[config.mk]
export PLATFORM = sky130hd
export DESIGN_NAME = cpc_slot_sequencer
export DESIGN_NICKNAME = d
export VERILOG_FILES = /design/src/rtl/cpc_slot_sequencer.sv
export SDC_FILE = /design/constraint.sdc
export NUM_CORES = 1
export LEC_CHECK = 0
export CAP_MARGIN = 20
export CORE_AREA = 2 2 39 41
export DETAILED_ROUTE_END_ITERATION = 12
export DIE_AREA = 0 0 41 43
export PLACE_DENSITY_LB_ADDON = 0.2
export SYNTH_ARGS = -nofsm -noshare
export SYNTH_HDL_FRONTEND = slang
export SYNTH_SLANG_ARGS = --single-unit
export TNS_END_PERCENT = 100
[constraint.sdc]
create_clock -name clk -period 4.1 [get_ports clk]
set_clock_uncertainty 0.2 [all_clocks]
set_input_delay 0.82 -clock clk [delete_from_list [all_inputs] [get_ports clk]]
set_output_delay 0.82 -clock clk [all_outputs]
set_load 0.02 [all_outputs]
[src/rtl/cpc_slot_sequencer.sv]
// cpc_slot_sequencer: PERIOD-phase bus-slot frame with CPU wait, video strobe and round-robin DMA grants.
// Define SLOT_STATS_EN to build the saturating wait_count statistics counter.
module cpc_slot_sequencer #(
    parameter int PERIOD    = 4,
    parameter int CPU_PHASE = 0,
    parameter int VID_PHASE = 2,
    parameter int NUM_CH    = 2,
    localparam int PW       = (PERIOD > 2) ? $clog2(PERIOD) : 1,
    localparam int RW       = (NUM_CH > 2) ? $clog2(NUM_CH) : 1
) (
    input  logic              clk,
    input  logic              reset_n,
    input  logic              ce,
    input  logic              no_wait,
    input  logic              mreq_n,
    input  logic              iorq_n,
    output logic              wait_n,
    output logic              cyc_slot,
    output logic              vid_strobe,
    output logic [PW-1:0]     phase,
    input  logic [NUM_CH-1:0] ch_req,
    output logic [NUM_CH-1:0] ch_grant,
    output logic [15:0]       wait_count
);
    if (PERIOD < 2 || CPU_PHASE == VID_PHASE || CPU_PHASE < 0 || VID_PHASE < 0 ||
        CPU_PHASE >= PERIOD || VID_PHASE >= PERIOD || NUM_CH < 1 || NUM_CH > 8) begin : g_bad_cfg
        $fatal(1, "cpc_slot_sequencer: illegal parameter combination");
    end
    logic [PW-1:0]     phase_q, phase_d;
    logic [RW-1:0]     rr_q, rr_d;
    logic [NUM_CH-1:0] grant_q, grant_d;
    logic              vid_q, vid_d;
    logic              free_phase, cpu_own, found;
    assign phase      = phase_q;
    assign ch_grant   = grant_q;
    assign vid_strobe = vid_q;
    assign cyc_slot   = reset_n && (phase_q == PW'(CPU_PHASE));
    assign wait_n     = !reset_n || cyc_slot || (mreq_n && iorq_n) || no_wait;
    assign free_phase = (phase_q != PW'(CPU_PHASE)) && (phase_q != PW'(VID_PHASE));
    assign cpu_own    = no_wait && (!mreq_n || !iorq_n);
    always_comb begin
        phase_d = phase_q;
        rr_d    = rr_q;
        grant_d = '0;
        vid_d   = 1'b0;
        found   = 1'b0;
        if (ce) begin
            phase_d = (phase_q == PW'(PERIOD - 1)) ? '0 : phase_q + 1'b1;
            vid_d   = (phase_q == PW'(VID_PHASE));
            if (free_phase && !cpu_own) begin
                // k walks the ring from rr_q; the first asserted request wins
                for (int k = 0; k < NUM_CH; k++) begin
                    for (int i = 0; i < NUM_CH; i++) begin
                        if (!found && ch_req[i] && ((int'(rr_q) + k) % NUM_CH == i)) begin
                            grant_d[i] = 1'b1;
                            rr_d       = RW'((i + 1) % NUM_CH);
                            found      = 1'b1;
                        end
                    end
                end
            end
        end
    end
    always_ff @(posedge clk or negedge reset_n) begin
        if (!reset_n) begin
            phase_q <= '0;
            rr_q    <= '0;
            grant_q <= '0;
            vid_q   <= 1'b0;
        end else begin
            phase_q <= phase_d;
            rr_q    <= rr_d;
            grant_q <= grant_d;
            vid_q   <= vid_d;
        end
    end
`ifdef SLOT_STATS_EN
    logic [15:0] wcnt_q, wcnt_d;
    assign wcnt_d     = (ce && !wait_n && wcnt_q != 16'hFFFF) ? wcnt_q + 16'd1 : wcnt_q;
    assign wait_count = wcnt_q;
    always_ff @(posedge clk or negedge reset_n) begin
        if (!reset_n) wcnt_q <= '0;
        else          wcnt_q <= wcnt_d;
    end
`else
    assign wait_count = 16'd0;
`endif
endmodule
==> flow_summary.yaml <==
sta:
  fmax_mhz: 309.0
  rsz0062_at_grt: "no"
  slew_violations: 0
  setup_viol_count_final: 0
  hold_viol: 0
  period_minus_slack_ns: 3.237
  hold_slack_ns: 0.3451
  finalCritPeriodShare_pct: 78.94
  setup_tns_ns: 0
outcome:
  status: "complete, no violations"
cells_and_area:
  drive_gt1_share_pct: 6.349
  fin_cells: 79
  num_antenna_cells: 0
  syn_to_final_growth_pct: 28.02
  nets: 76
  design_area_um2: 543.0
floorplanning:
  initial_utilization_pct: 30.65
  ios: 31
  dieArea_um2: 1763
  die_h_um: 43
  row_count: 14
  core_area_um2: 1384
  die_w_um: 41
worst_setup_path:
  critical_path.max_fanout: 8
  critPathKind: "in2out"
  critical_path_required_ns: 3.08
  crit_slowest_cell: "clkdlybuf4s50_1"
  path_common_cell: "clkdlybuf4s50_1"
  critPathLaunchType: "input pin"
  worst_path_largest_cell_delay_ns: 0.64
  crit_chain: "clkdlybuf4s50_1 > and2_1 > clkdlybuf4s50_1"
  crit_buf_inv: 2
  path_delay_family: "buffers and inverters"
  cp.arrival_ns: 2.22
  worstSetupEndpointType: "output pin"
pwr:
  pwr_density_cell_nw_per_um2: 511.4
  ir_drop_uv: 164.9
  leakage_uw: 0.0002653
routing:
  route.met3.wl_um: 66
  vias: 292
  dr.pass1.iters: 2
  drc: 0
  topRoutingLayerUsed: "met3"
  route.met2.wl_um: 310
  drt_iter0_markers: 2
  wl_per_cell_um: 8.392
  routed_wl_um: 663
  detail_route.vias_per_cell: 3.696
  wl_met1_um: 286
  ant_nets: 0
global_routing:
  antenna_found_initial: 0
  grt_max_degree: 9
  overflow: 0
  track_usage_pct: 8.669
  grt_pass1_wl_um: 1062
  grt_pass1_vias: 297
synthesis:
  syn_avg_cell_area_um2: 9.025
  ys_seq_area_share_pct: 35.40
  netlist_instances: 47
  yosysWarnings: 0
  synthDistinctLibCells: 17
  synth-seq-cells: 6
  synth_area_um2: 424.2
clocking:
  cts_root_buffer: "clkbuf_4"
  numCtsBuffers: 3
  clock-sinks: 6
  cts_max_level: 1
  cts_setup_buffers: 0
  cts_tree: "yes"
  cts_hold_buf: 0
  clock_tree.buffer_depth: 2
  cts_resized: 0
  clock_latency_ns: 0.23
  clk_pin_slew_ns: 0.04
placed_design:
  routabilityCongestion: 0.6165
  placed_cell_area_um2: 520.5
  port_buffers: 14
  place_inst: 76
  hpwlAfterDp_um: 550
run:
  drv_cap: 0
min_path:
  hp-class: "reg2reg"
cells in the final DEF, fill, tap and decap left out:
cell and count:
inv_2 1, dfrtp_1 6, nand2b_1 1, o21ai_1 1, inv_1 2, nor4_1 2
ha_1 3, clkbuf_4 3, nand2_1 4, and2_1 3, clkdlybuf4s50_1 14, a21boi_1 1
o21a_1 1, conb_1 16, o21ai_0 2, or4_1 1, a211oi_1 1, nor2_1 1
flip-flops by register name (all words and copies together), names as in the netlist:
register and cells:
vid_strobe 1, ch_grant 2, phase 2, rr_q 1
Yosys cell counts:
library cell	n	area share [%]
a211oi_1	1	1.8
a21boi_1	1	1.8
inv_2	1	0.88
buf_4	16	28
o21a_1	1	1.8
nor4_1	2	2.9
nand2b_1	1	1.5
ha_1	3	8.9
o21ai_1	1	1.2
dfrtp_1	6	35
nor2_1	1	0.88
and2_1	3	4.4
o21ai_0	2	2.4
nand2_1	4	3.5
conb_1	1	0.88
or4_1	1	1.8
inv_1	2	1.8
stage by stage:
stage | total power, uW | utilization (%) | setup WS [ns]
floorplan | 183.9 | - | 1.886
global placement | 229.0 | 37.61 | 0.8341
detailed placement | 229.0 | 37.61 | 0.8418
CTS | 282.0 | 39.24 | 0.8411
global route | 304.7 | 39.24 | 0.7461
finish | 277.7 | 39.24 | 0.8633
worst reg2reg max path, delay by kind of cell, from the launching register on:
family                   cells  cell delay [ns]
buffers and inverters        1             0.09
adder cells (fa/ha/maj)      1             0.26
flip-flops                   1             0.38
AND/OR/NAND/NOR              1             0.54
AO/OA/AOI/OAI                1             0.12
final timing paths:
path | start | to | slack (ns) | cells past startpoint
max in group asynchronous | reset_n | phase[1] | 2.84 | 1
setup reg to reg | phase[0] | rr_q | 2.40 | 4
hold / removal | rr_q | rr_q | 0.35 | 1
hold reg to reg | rr_q | rr_q | 0.35 | 1
setup / recovery | reset_n | cyc_slot | 0.86 | 3
min in group asynchronous | reset_n | rr_q | 0.63 | 1
per-layer routing:
metal	vias to the layer above	GRT usage [%]
met5	-	0
met4	0	6.000
met3	0	1.571
met2	14	12.81
met1	125	10.75
li1	153	-
cell families after synthesis:
logic type / count (synthesis) / synth area share, %
AND/OR/NAND/NOR: 12 / 15.04
other: 1 / 0.8841
buffers and inverters: 19 / 30.97
flip-flops: 6 / 35.40
AO/OA/AOI/OAI: 6 / 8.851
adder cells (fa/ha/maj): 3 / 8.851
area by class of cell:
class                   count  area [um^2]
clock buffers               3        22.52
multi-input cells          37        198.9
fillers                   147        840.8
inverters                   3        11.26
well taps                  16        20.02
flip-flops and latches      6        150.1
repair buffers             14        140.1
report_power, final:
group          switching (uW)  total (uW)  leakage [uW]  internal [uW]
clock                    17.9        50.8     0.0000138           32.9
sequential               15.1        92.8     0.0000765           77.7
combinational            73.7         134      0.000175           60.5
Note: power is estimated with default switching activity, not from simulation.
